===== src/rtl/parking_slot_controller.sv =====
// parking_slot_controller
//
// Sequential front end of the parking system. Each raw sensor is passed
// through a two-flop synchroniser and a debounce counter. A rising edge on
// the debounced level becomes a single one-cycle event. The events drive a
// two-state FSM that maintains the 4-slot occupancy map: entries fill the
// lowest free slot, and exits free the slot chosen on i_switch.
//
// Ports:
//   i_clk             system clock (40 MHz domain)
//   i_reset           asynchronous reset, active-low (0 = reset)
//   i_entry_sensor    raw entry sensor, asynchronous, may bounce
//   i_exit_sensor     raw exit sensor, asynchronous, may bounce
//   i_switch[1:0]     index of the slot being vacated, sampled on the exit event
//   o_slots[3:0]      occupancy map, bit i = 1 means slot i is occupied
//   o_door_open_pulse one-cycle pulse on an accepted entry or exit
//   o_full_pulse      one-cycle pulse when an entry is refused because all slots are full
//   o_error_pulse     one-cycle pulse on an exit naming an empty slot, or on a dropped simultaneous entry
//   o_busy            high while the FSM is in HOLD
module parking_slot_controller #(
  parameter int DEBOUNCE_CYCLES = 4
) (
  input  logic       i_clk,
  input  logic       i_reset,
  input  logic       i_entry_sensor,
  input  logic       i_exit_sensor,
  input  logic [1:0] i_switch,
  output logic [3:0] o_slots,
  output logic       o_door_open_pulse,
  output logic       o_full_pulse,
  output logic       o_error_pulse,
  output logic       o_busy
);

  localparam int CNT_W = $clog2(DEBOUNCE_CYCLES + 1);
  localparam logic [CNT_W-1:0] CNT_LAST = CNT_W'(DEBOUNCE_CYCLES - 1);

  localparam logic [0:0] ST_IDLE = 1'b0;
  localparam logic [0:0] ST_HOLD = 1'b1;

  // Index 0 is the entry sensor and index 1 is the exit sensor.
  logic [1:0]            w_raw;
  logic [1:0]            r_sync1;
  logic [1:0]            r_sync2;
  logic [1:0]            r_level;
  logic [1:0]            r_prev;
  logic [1:0][CNT_W-1:0] r_cnt;

  logic       w_entryRise;
  logic       w_exitRise;
  logic [3:0] w_fillMask;
  logic       w_full;

  logic [0:0] r_state;
  logic [3:0] r_slots;
  logic       r_door;
  logic       r_fullPulse;
  logic       r_error;

  assign w_raw = {i_exit_sensor, i_entry_sensor};

  // Synchroniser, debounce counter and previous-level register for both sensors.
  // The counter reaches its terminal value on the DEBOUNCE_CYCLES-th consecutive
  // differing sample. At that point the debounced level adopts the new value.
  always_ff @(posedge i_clk or negedge i_reset) begin
    if (!i_reset) begin
      r_sync1 <= '0;
      r_sync2 <= '0;
      r_level <= '0;
      r_prev  <= '0;
      r_cnt   <= '0;
    end else begin
      r_sync1 <= w_raw;
      r_sync2 <= r_sync1;
      r_prev  <= r_level;
      for (int s = 0; s < 2; s++) begin
        if (r_sync2[s] == r_level[s]) begin
          r_cnt[s] <= '0;
        end else if (r_cnt[s] == CNT_LAST) begin
          r_level[s] <= r_sync2[s];
          r_cnt[s]   <= '0;
        end else begin
          r_cnt[s] <= r_cnt[s] + 1'b1;
        end
      end
    end
  end

  assign w_entryRise = r_level[0] & ~r_prev[0];
  assign w_exitRise  = r_level[1] & ~r_prev[1];

  // ~s & (s + 1) isolates the lowest zero bit of s.
  // When all four slots are occupied, the sum wraps to zero, so the mask is empty.
  assign w_fillMask = ~r_slots & (r_slots + 4'd1);
  assign w_full     = &r_slots;

  // Event FSM. All pulses default low, so each pulse lasts exactly one cycle.
  // An exit takes precedence over a simultaneous entry. The dropped entry is
  // reported on the error pulse.
  always_ff @(posedge i_clk or negedge i_reset) begin
    if (!i_reset) begin
      r_state     <= ST_IDLE;
      r_slots     <= '0;
      r_door      <= 1'b0;
      r_fullPulse <= 1'b0;
      r_error     <= 1'b0;
    end else begin
      r_door      <= 1'b0;
      r_fullPulse <= 1'b0;
      r_error     <= 1'b0;
      case (r_state)
        ST_IDLE: begin
          if (w_exitRise) begin
            r_state <= ST_HOLD;
            if (r_slots[i_switch]) begin
              r_slots[i_switch] <= 1'b0;
              r_door            <= 1'b1;
            end else begin
              r_error <= 1'b1;
            end
            if (w_entryRise) begin
              r_error <= 1'b1;
            end
          end else if (w_entryRise) begin
            r_state <= ST_HOLD;
            if (w_full) begin
              r_fullPulse <= 1'b1;
            end else begin
              r_slots <= r_slots | w_fillMask;
              r_door  <= 1'b1;
            end
          end
        end
        default: begin
          if (r_level == 2'b00) begin
            r_state <= ST_IDLE;
          end
        end
      endcase
    end
  end

  assign o_slots           = r_slots;
  assign o_door_open_pulse = r_door;
  assign o_full_pulse      = r_fullPulse;
  assign o_error_pulse     = r_error;
  assign o_busy            = (r_state == ST_HOLD);

endmodule


===== config.mk =====
export PLATFORM = sky130hd
export DESIGN_NAME = parking_slot_controller
export DESIGN_NICKNAME = d
export VERILOG_FILES = /design/src/rtl/parking_slot_controller.sv
export SDC_FILE = /design/constraint.sdc
export NUM_CORES = 1
export LEC_CHECK = 0
export CORE_UTILIZATION = 40
export DETAILED_ROUTE_END_ITERATION = 10
export GPL_ROUTABILITY_DRIVEN = 1
export PLACE_DENSITY = 0.61
export REMOVE_ABC_BUFFERS = 1
export SKIP_CTS_REPAIR_TIMING = 1
export SLEW_MARGIN = 20
export SYNTH_ARGS = -nofsm -noshare
export SYNTH_HDL_FRONTEND = slang
export SYNTH_SLANG_ARGS = --single-unit

===== constraint.sdc =====
create_clock -name i_clk -period 1.6 [get_ports i_clk]
set_input_delay 0.4 -clock i_clk [delete_from_list [all_inputs] [get_ports i_clk]]
set_output_delay 0.4 -clock i_clk [all_outputs]
set_load 0.02 [all_outputs]

# == Yosys cells after proc, flatten, opt, wreduce, memory -nomap -nowiden ==
# Index checks and enable logic that the tools add are counted.
# word_totals
regBits,22
output_inout_bits,8
# classes
addsub,3
order_cmp,2
eq_ne,6
muxes,29
bitwise,12
n_reduce_logical,7
# op_table
op,count
$mux W1,19
$mux W4,4
$mux W3,4
$and A4 B4 Y4,2
$not A4 Y4,2
$reduce_and A4 Y1,2
$add A3 B1 Y3 const B,2
$eq A3 B2 Y1 const B,2
$not A1 Y1,5
$add A4 B1 Y4 const B,1
$or A4 B4 Y4,1
$reduce_and A2 Y1,2
$lt A2 B3 Y1 const B,1
$and A1 B1 Y1,2
$bmux W1 S2,1
$demux W1 S2,1
$eq A1 B1 Y1,2
$ge A2 B1 Y1 const B,1
$logic_not A2 Y1,1
$ne A2 B1 Y1 const B,1
$ne A2 B2 Y1 const B,1
$reduce_bool A2 Y1,1
$logic_and A1 B1 Y1,1

# == Longest topological paths before layout ==
# Gate-level depths: netlist (run 1).
# logic_depth
ltp_word,8
ltp_mapped,3

# == Least setup slack after synthesis (run 1) ==
# OpenSTA, ideal clock, no wires.
# synth_timing
path_kind,reg2reg
start,register r_slots[1] (netlist: o_slots[1])
end,register r_slots[1] (netlist: o_slots[1])
arrival_ns,1.031
required_ns,1.462
slack_ns,0.431
path_stages_with_launch,4
cell_sequence,dfrtp_1 > nand2_1 > nor4bb_4 > o21ai_0
# synth_between
elab_chain_cells,6
word_cells_on_any_way,15
# synth_lines
item,line_no,source
from (decl),55,logic [3:0] r_slots;
from (signal assigned),129,r_slots <= r_slots | w_fillMask;
$add A4 B1 Y4 or $not A4 Y4 (tied branches),94,assign w_fillMask = ~r_slots & (r_slots + 4'd1);
$and A4 B4 Y4,94,
$or A4 B4 Y4,129,
$mux W4,126,if (w_full) begin
$mux W4,124,end else if (w_entryRise) begin
$mux W4,113,if (w_exitRise) begin
# Parallel ways exist; a longest one is shown, timed or not. The select of a mux whose other input is x is not followed.
# A chain may end at the register's enable or synchronous reset.

# == Worst setup path after layout (run 1) ==
# layout_timing
start,register r_slots[0] (netlist: o_slots[0])
end,output o_slots[0]
# layout_rtl
item,line_no,source
to (decl),28,"output logic [3:0] o_slots,"
# No word-level cell between the ends.

==> flow_summary.yaml, run 1 <==
synth:
  synthTopCellsByArea: "dfrtp_1 60%, mux2_2 3.7%, nor3b_1 3.3%, o41ai_1 2.9%, ha_1 2.7%"
  postSynthRegisterBits: 22
  synthesis.area_um2: 916
  syn_area_per_cell_um2: 13.1
  ys_seq_area_frac: 0.601
  synth.largest_area_cell: "dfrtp_1"
  yosys.area.top_type_share: 0.601
  synth_warnings: 0
  post_synth_cell_types: 24
  syn-instance-count: 70
pwr:
  vdd_ir_drop_max_mv: 0.998
  static-leakage-power_uw: 0.000613
  power.switching_uw: 750
  netSwitchingFraction: 0.348
  power-per-cell-area_nw_per_um2: 1810
  power.sequential.fraction: 0.409
  clock_power_share: 0.194
  power.internal_uw: 1410
  share_comb_of_total_power: 0.397
sta:
  worst-slew-pin-transition_ns: 0.309
  final_worst_hold_slack_ns: 0.362
  fin_setup_tns_ns: 0
  final_setup_margin_ns: 0.190
  fin_crit_sh: 0.881
  slew-limit-headroom: 0.794
  grt_setup_unrepaired: "false"
  final-max-slew-violation-count: 0
  final-hold-violation-count: 0
  timing.final.crit_period_ns: 1.41
  setup_viol: 0
  timing.clock.skew_ns: 0.00851
  fmaxAchievable_ghz: 0.709
grt:
  via_count_of_the_first_global_routing_pass: 548
  grt_first_pass_wirelength_mm: 2.54
  global_route.usage.total: 0.145
  globalRoute.totalOverflow: 0
  antenna_violations_before_repair: 0
  pin_count_of_the_biggest_net_entering_global_routing: 23
die:
  chipHeight_um: 49.9
  die-width_um: 49.9
  core_region_area_um2: 2060
  fp.dieArea_um2: 2490
  boundaryPins: 14
  num_rows: 16
  initial_utilization: 0.444
worst_setup_path:
  critPathArrivalTime_ns: 1.01
  critPathCaptureType: "primary output"
  setup.worst_path.start_class: "register"
  critical-path-max-stage-delay_ns: 0.44
  critical-path-top-delay-family: "flip-flops"
  worstPathRequired_ns: 1.20
  cp_cell_sequence: "dlymetal6s2s_1"
  reg2reg_setup_slack_ns: 0.32
  worst-path-max-fanout: 5
  cp_slowest_cell: "dfrtp_1"
  timing.setup.critical_path_class: "register to primary output"
  crit_buf_inv: 1
clock_tree:
  cts-htree-levels: 1
  clkSinkCount: 22
  cell_chosen_for_the_clock_root: "clkbuf_4"
  cts_tree: "yes"
  insertion_delay_ns: 0.31
  bufs_on_longest_clock_path: 2
  clock_slew_seen_by_the_registers_of_the_worst_setup_and_hold_paths_ns: 0.12
  cts-buffers-inserted: 3
placed_design:
  place_ws_ns: -0.0813
  globalplace.congestion: 0.785
  place.detailed.instances: 115
  place.detailed.hpwl_mm: 1.14
  portBuffers: 13
route:
  drt_iter0_drc: 7
  antenna_left: 0
  post_drt_via_cell_ratio: 4.90
  postRouteWirelength_mm: 1.56
  route.vias.total: 583
  wl_per_cell_um: 13.1
  drcViolationCount: 0
  dr.pass1.iters: 4
layout:
  final_core_util: 0.577
  filler_cells: 162
  most_frequent_standard_cell_in_the_layout_excluding_fill_and_tap_cells: "dfrtp_1"
  n_antenna_cell: 0
  final_cell_count_no_fill: 119
  final-seq-area_um2: 551
  design.final.nets: 101
  flow.area_growth_from_synthesis_pct: 29.9
  drive_above_1_share: 0.196
  mostFrequentLayoutCells: "22 x dfrtp_1, 8 x dlymetal6s2s_1, 6 x inv_1"
  combined_area_of_the_multi_input_logic_cells_um2: 343
flow_run:
  max-cap-violations: 0
hold_path:
  hold_wc_path_type: "register to register"
status:
  run_status: "finished, final reports clean"
[sequential cells by signal, indices dropped and copies added (netlist names)]
| name | cells |
|---|---|
| r_cnt | 6 |
| o_slots | 4 |
| r_level | 2 |
| r_prev | 2 |
| r_sync1 | 2 |
| r_sync2 | 2 |
| o_busy | 1 |
| o_door_open_pulse | 1 |
| o_error_pulse | 1 |
| o_full_pulse | 1 |
[synthesized netlist by cell type]
library cell	count
mux2_4	1
nand2b_1	1
nand3_1	2
inv_1	6
nor3_1	2
a21oi_1	1
nand2_1	3
nor2_1	2
nor4bb_4	1
dfrtp_1	22
a41oi_1	1
nor3b_2	1
and2_1	1
ha_1	2
mux2_2	3
a311oi_2	1
nor2b_1	3
nor2b_4	1
nor3b_1	4
o21ai_0	5
nand3_2	1
xnor2_1	2
o311a_1	1
o41ai_1	3
[routing by layer]
layer / routed length [um] / track usage
met1: 785 / 0.196
met2: 677 / 0.200
met3: 75 / 0.0648
met4: 20 / 0.0571
met5: 0 / 0
[final timing paths]
path,start,end,cells past startpoint
hold reg to reg,r_sync1[1],r_sync2[1],0
hold / removal,r_sync1[1],r_sync2[1],0
max in group asynchronous,i_reset,r_prev[1],2
setup reg to reg,r_level[1],o_slots[1],3
min in group asynchronous,i_reset,r_sync2[1],2
setup / recovery,o_slots[0],o_slots[0],1
[power groups by stage]
stage / Sequential (uW) / Clock [uW] / Combinational (uW)
after global placement: 891 / 0 / 868
after global routing: 907 / 453 / 933
final: 882 / 418 / 855
after CTS: 886 / 429 / 876
after floorplan: 984 / 0 / 448
after detailed placement: 898 / 0 / 874
[stage by stage]
stage | area, um2 | total power (uW)
after global placement | 1120 | 1760
after floorplan | 916 | 1430
final | 1190 | 2160
after detailed placement | 1120 | 1770
after CTS | 1170 | 2190
after global routing | 1190 | 2290
[layout make-up]
cell class / instances / area share
Clock buffer: 3 / 0.0189
Clock inverter: 1 / 0.0252
Sequential cell: 22 / 0.463
Inverter: 6 / 0.0189
Tap cell: 27 / 0.0284
Multi-Input combinational cell: 42 / 0.288
Timing Repair Buffer: 18 / 0.158
[logic make-up (layout without fill, tap and decap cells)]
group / count (synthesis) / in the layout / share of synthesized area
DFF: 22 / 22 / 0.601
and+or+nand+nor: 22 / 22 / 0.176
AOI/OAI and AO/OA: 12 / 12 / 0.0984
buffers and inverters: 6 / 28 / 0.0246
muxes: 4 / 4 / 0.0533
adders and majority gates: 2 / 2 / 0.0273
xor gates and xnor gates: 2 / 2 / 0.0191
(Power assumes the default switching activity.)
==> run 2, diff against run 1 <==
--- a/config.mk
+++ b/config.mk
@@ -5,10 +5,12 @@
 export SDC_FILE = /design/constraint.sdc
 export NUM_CORES = 1
 export LEC_CHECK = 0
+export CORE_ASPECT_RATIO = 0.6
 export CORE_UTILIZATION = 40
+export CTS_CLUSTER_DIAMETER = 200
 export DETAILED_ROUTE_END_ITERATION = 10
 export GPL_ROUTABILITY_DRIVEN = 1
-export PLACE_DENSITY = 0.61
+export PLACE_DENSITY = 0.64
 export REMOVE_ABC_BUFFERS = 1
 export SKIP_CTS_REPAIR_TIMING = 1
 export SLEW_MARGIN = 20
==> constraint.sdc (replaced) <==
create_clock -name i_clk -period 1.2 [get_ports i_clk]
set_input_delay 0.3 -clock i_clk [delete_from_list [all_inputs] [get_ports i_clk]]
set_output_delay 0.3 -clock i_clk [all_outputs]
set_load 0.02 [all_outputs]
==> run 2 against run 1 <==
Compared with the run above:
- the flow now finishes with violations (negative setup slack)
- utilization up 11 points
- first-iteration DRC count grew to 4.4 times the previous value
- hold slack got worse by 0.0094 ns
- sequential cell count unchanged
- power grew 55%
==> flow_summary.yaml, run 2 (synthesis results as in run 1) <==
worst_setup_path:
  critical_path.reg2reg.endpoint: "o_slots[1]"
  worstPathRequired_ns: 1.33
  timing.setup.critical_path_class: "register to register"
  worst-path-max-fanout: 4
  reg2reg_setup_slack_ns: -0.02
  critPathArrivalTime_ns: 1.35
  worst_reg_to_reg_path_cell_count: 4
  setup.worst_path.start_class: "register"
  critPathCaptureType: "register"
  critical_path.startpoint: "o_slots[1]"
  r2r_path_start: "o_slots[1]"
clock_tree:
  clock_slew_seen_by_the_registers_of_the_worst_setup_and_hold_paths_ns: 0.07
  cts_tree: "yes"
  bufs_on_longest_clock_path: 2
  clkSinkCount: 22
  cts-htree-levels: 1
  insertion_delay_ns: 0.26
  cell_chosen_for_the_clock_root: "clkbuf_8"
  cts-buffers-inserted: 3
die:
  initial_utilization: 0.459
  num_rows: 12
  chipHeight_um: 39.1
  die-width_um: 63.8
  core_region_area_um2: 2000
  fp.dieArea_um2: 2490
  boundaryPins: 14
placed_design:
  globalplace.congestion: 0.732
  post_dp_cell_area_um2: 1200
  place.detailed.instances: 125
  place_ws_ns: -0.371
  portBuffers: 13
  place.detailed.hpwl_mm: 1.31
grt:
  via_count_of_the_first_global_routing_pass: 637
  grt_first_pass_wirelength_mm: 2.91
  global_route.usage.total: 0.166
  grtUsageMet2: 0.255
  global_route.peak_usage_layer: "met2"
  globalRoute.totalOverflow: 0
  groute.layer.met1.usage: 0.225
  groute.layer.met3.usage: 0.0529
  antenna_violations_before_repair: 0
  pin_count_of_the_biggest_net_entering_global_routing: 23
status:
  failed_checks: "negative setup slack"
  run_status: "finished, violations left"
layout:
  final-seq-area_um2: 551
  final_cell_count_no_fill: 131
  n_antenna_cell: 0
  mostFrequentLayoutCells: "22 x dfrtp_1, 12 x buf_4, 10 x dlymetal6s2s_1"
  final_core_util: 0.690
  design.final.nets: 112
  drive_above_1_share: 0.408
  registers.top_by_ff_count: "r_cnt"
  postLayoutCellArea_um2: 1380
  flow.area_growth_from_synthesis_pct: 50.5
  number_of_flip_flops_under_the_largest_register_name: 6
  filler_cells: 140
  most_frequent_standard_cell_in_the_layout_excluding_fill_and_tap_cells: "dfrtp_1"
  combined_area_of_the_multi_input_logic_cells_um2: 417
route:
  postRouteWirelength_mm: 1.90
  route.vias.total: 663
  drt_iter0_drc: 31
  dr.pass1.iters: 4
  wl_per_cell_um: 14.5
  post_drt_via_cell_ratio: 5.06
  antenna_left: 0
  drcViolationCount: 0
flow_run:
  max-cap-violations: 0
pwr:
  power_total_uw: 3340
  power-per-cell-area_nw_per_um2: 2420
  static-leakage-power_uw: 0.000715
  vdd_ir_drop_max_mv: 1.33
hold_path:
  hold-path-endpoint: "r_sync2[0]"
  hp-start: "r_sync1[0]"
  hold_wc_path_type: "register to register"
  hold_depth: 0
sta:
  final-hold-violation-count: 0
  grt_setup_unrepaired: "true"
  timing.final.crit_period_ns: 1.22
  final-max-slew-violation-count: 0
  fin_crit_sh: 1.02
  slew-limit-headroom: 0.764
  timing.clock.skew_ns: 0.000571
  setup_viol: 2
  final_setup_margin_ns: -0.0201
  worst-slew-pin-transition_ns: 0.353
  fmaxAchievable_ghz: 0.820
[run 2: cell types whose count changed in the layout (fill, tap and decap cells not counted), moves of 2 or more]
cell             previous run  this run
buf_4                       5        12
buf_6                       0         3
clkbuf_4                    3         0
clkbuf_8                    0         4
clkdlybuf4s50_1             5         3
dlymetal6s2s_1              8        10
nand3_1                     2         0
nand3_2                     1         3
nor2b_1                     3         1
nor2b_4                     1         3
o21ai_0                     5         2
o21ai_2                     0         2
o41ai_1                     3         0
o41ai_2                     0         3
[run 2: layer usage]
layer / vias up / share of wire
met4: 0 / 0.0047
met3: 2 / 0.042
li1: 312 / -
met2: 16 / 0.47
met5: - / 0
met1: 333 / 0.49
[run 2: critical path, cell delays in order (launching register included)]
cell	delay [ns]
dfrtp_1	0.38
buf_6	0.13
nand2_2	0.07
nor4bb_4	0.41
o21ai_1	0.11
[run 2: worst max-delay path by stage]
stage | endpoint | slack (ns)
final | o_slots[1] | -0.02
after floorplan | o_slots[1] | 0.03
after global placement | o_slots[2] | -0.36
after global routing | o_slots[1] | -0.08
after detailed placement | o_slots[3] | -0.37
after CTS | o_slots[0] | -0.35
[run 2: stage by stage]
| step | hold WS, ns | setup TNS [ns] |
|---|---|---|
| 4_1_cts | 0.357 | -2.87 |
| 3_5_place_dp | 0.336 | -2.02 |
| 2_1_floorplan | 0.00441 | 0 |
| 3_3_place_gp | 0.335 | -1.90 |
| 6_report | 0.352 | -0.0340 |
| 5_1_grt | 0.372 | -0.252 |
[run 2: layout make-up]
| class | count | area share |
|---|---|---|
| clock buffers | 4 | 0.0399 |
| multi-input cells | 42 | 0.302 |
| well taps | 28 | 0.0254 |
| repair buffers | 29 | 0.217 |
| flip-flops and latches | 22 | 0.399 |
| inverters | 6 | 0.0163 |
[run 2: where the power goes]
part           leakage (uW)  switching (uW)  internal (uW)
registers          0.000269             155            976
clock network     0.0000288             221            292
logic              0.000418             827            871
total              0.000715            1200           2140
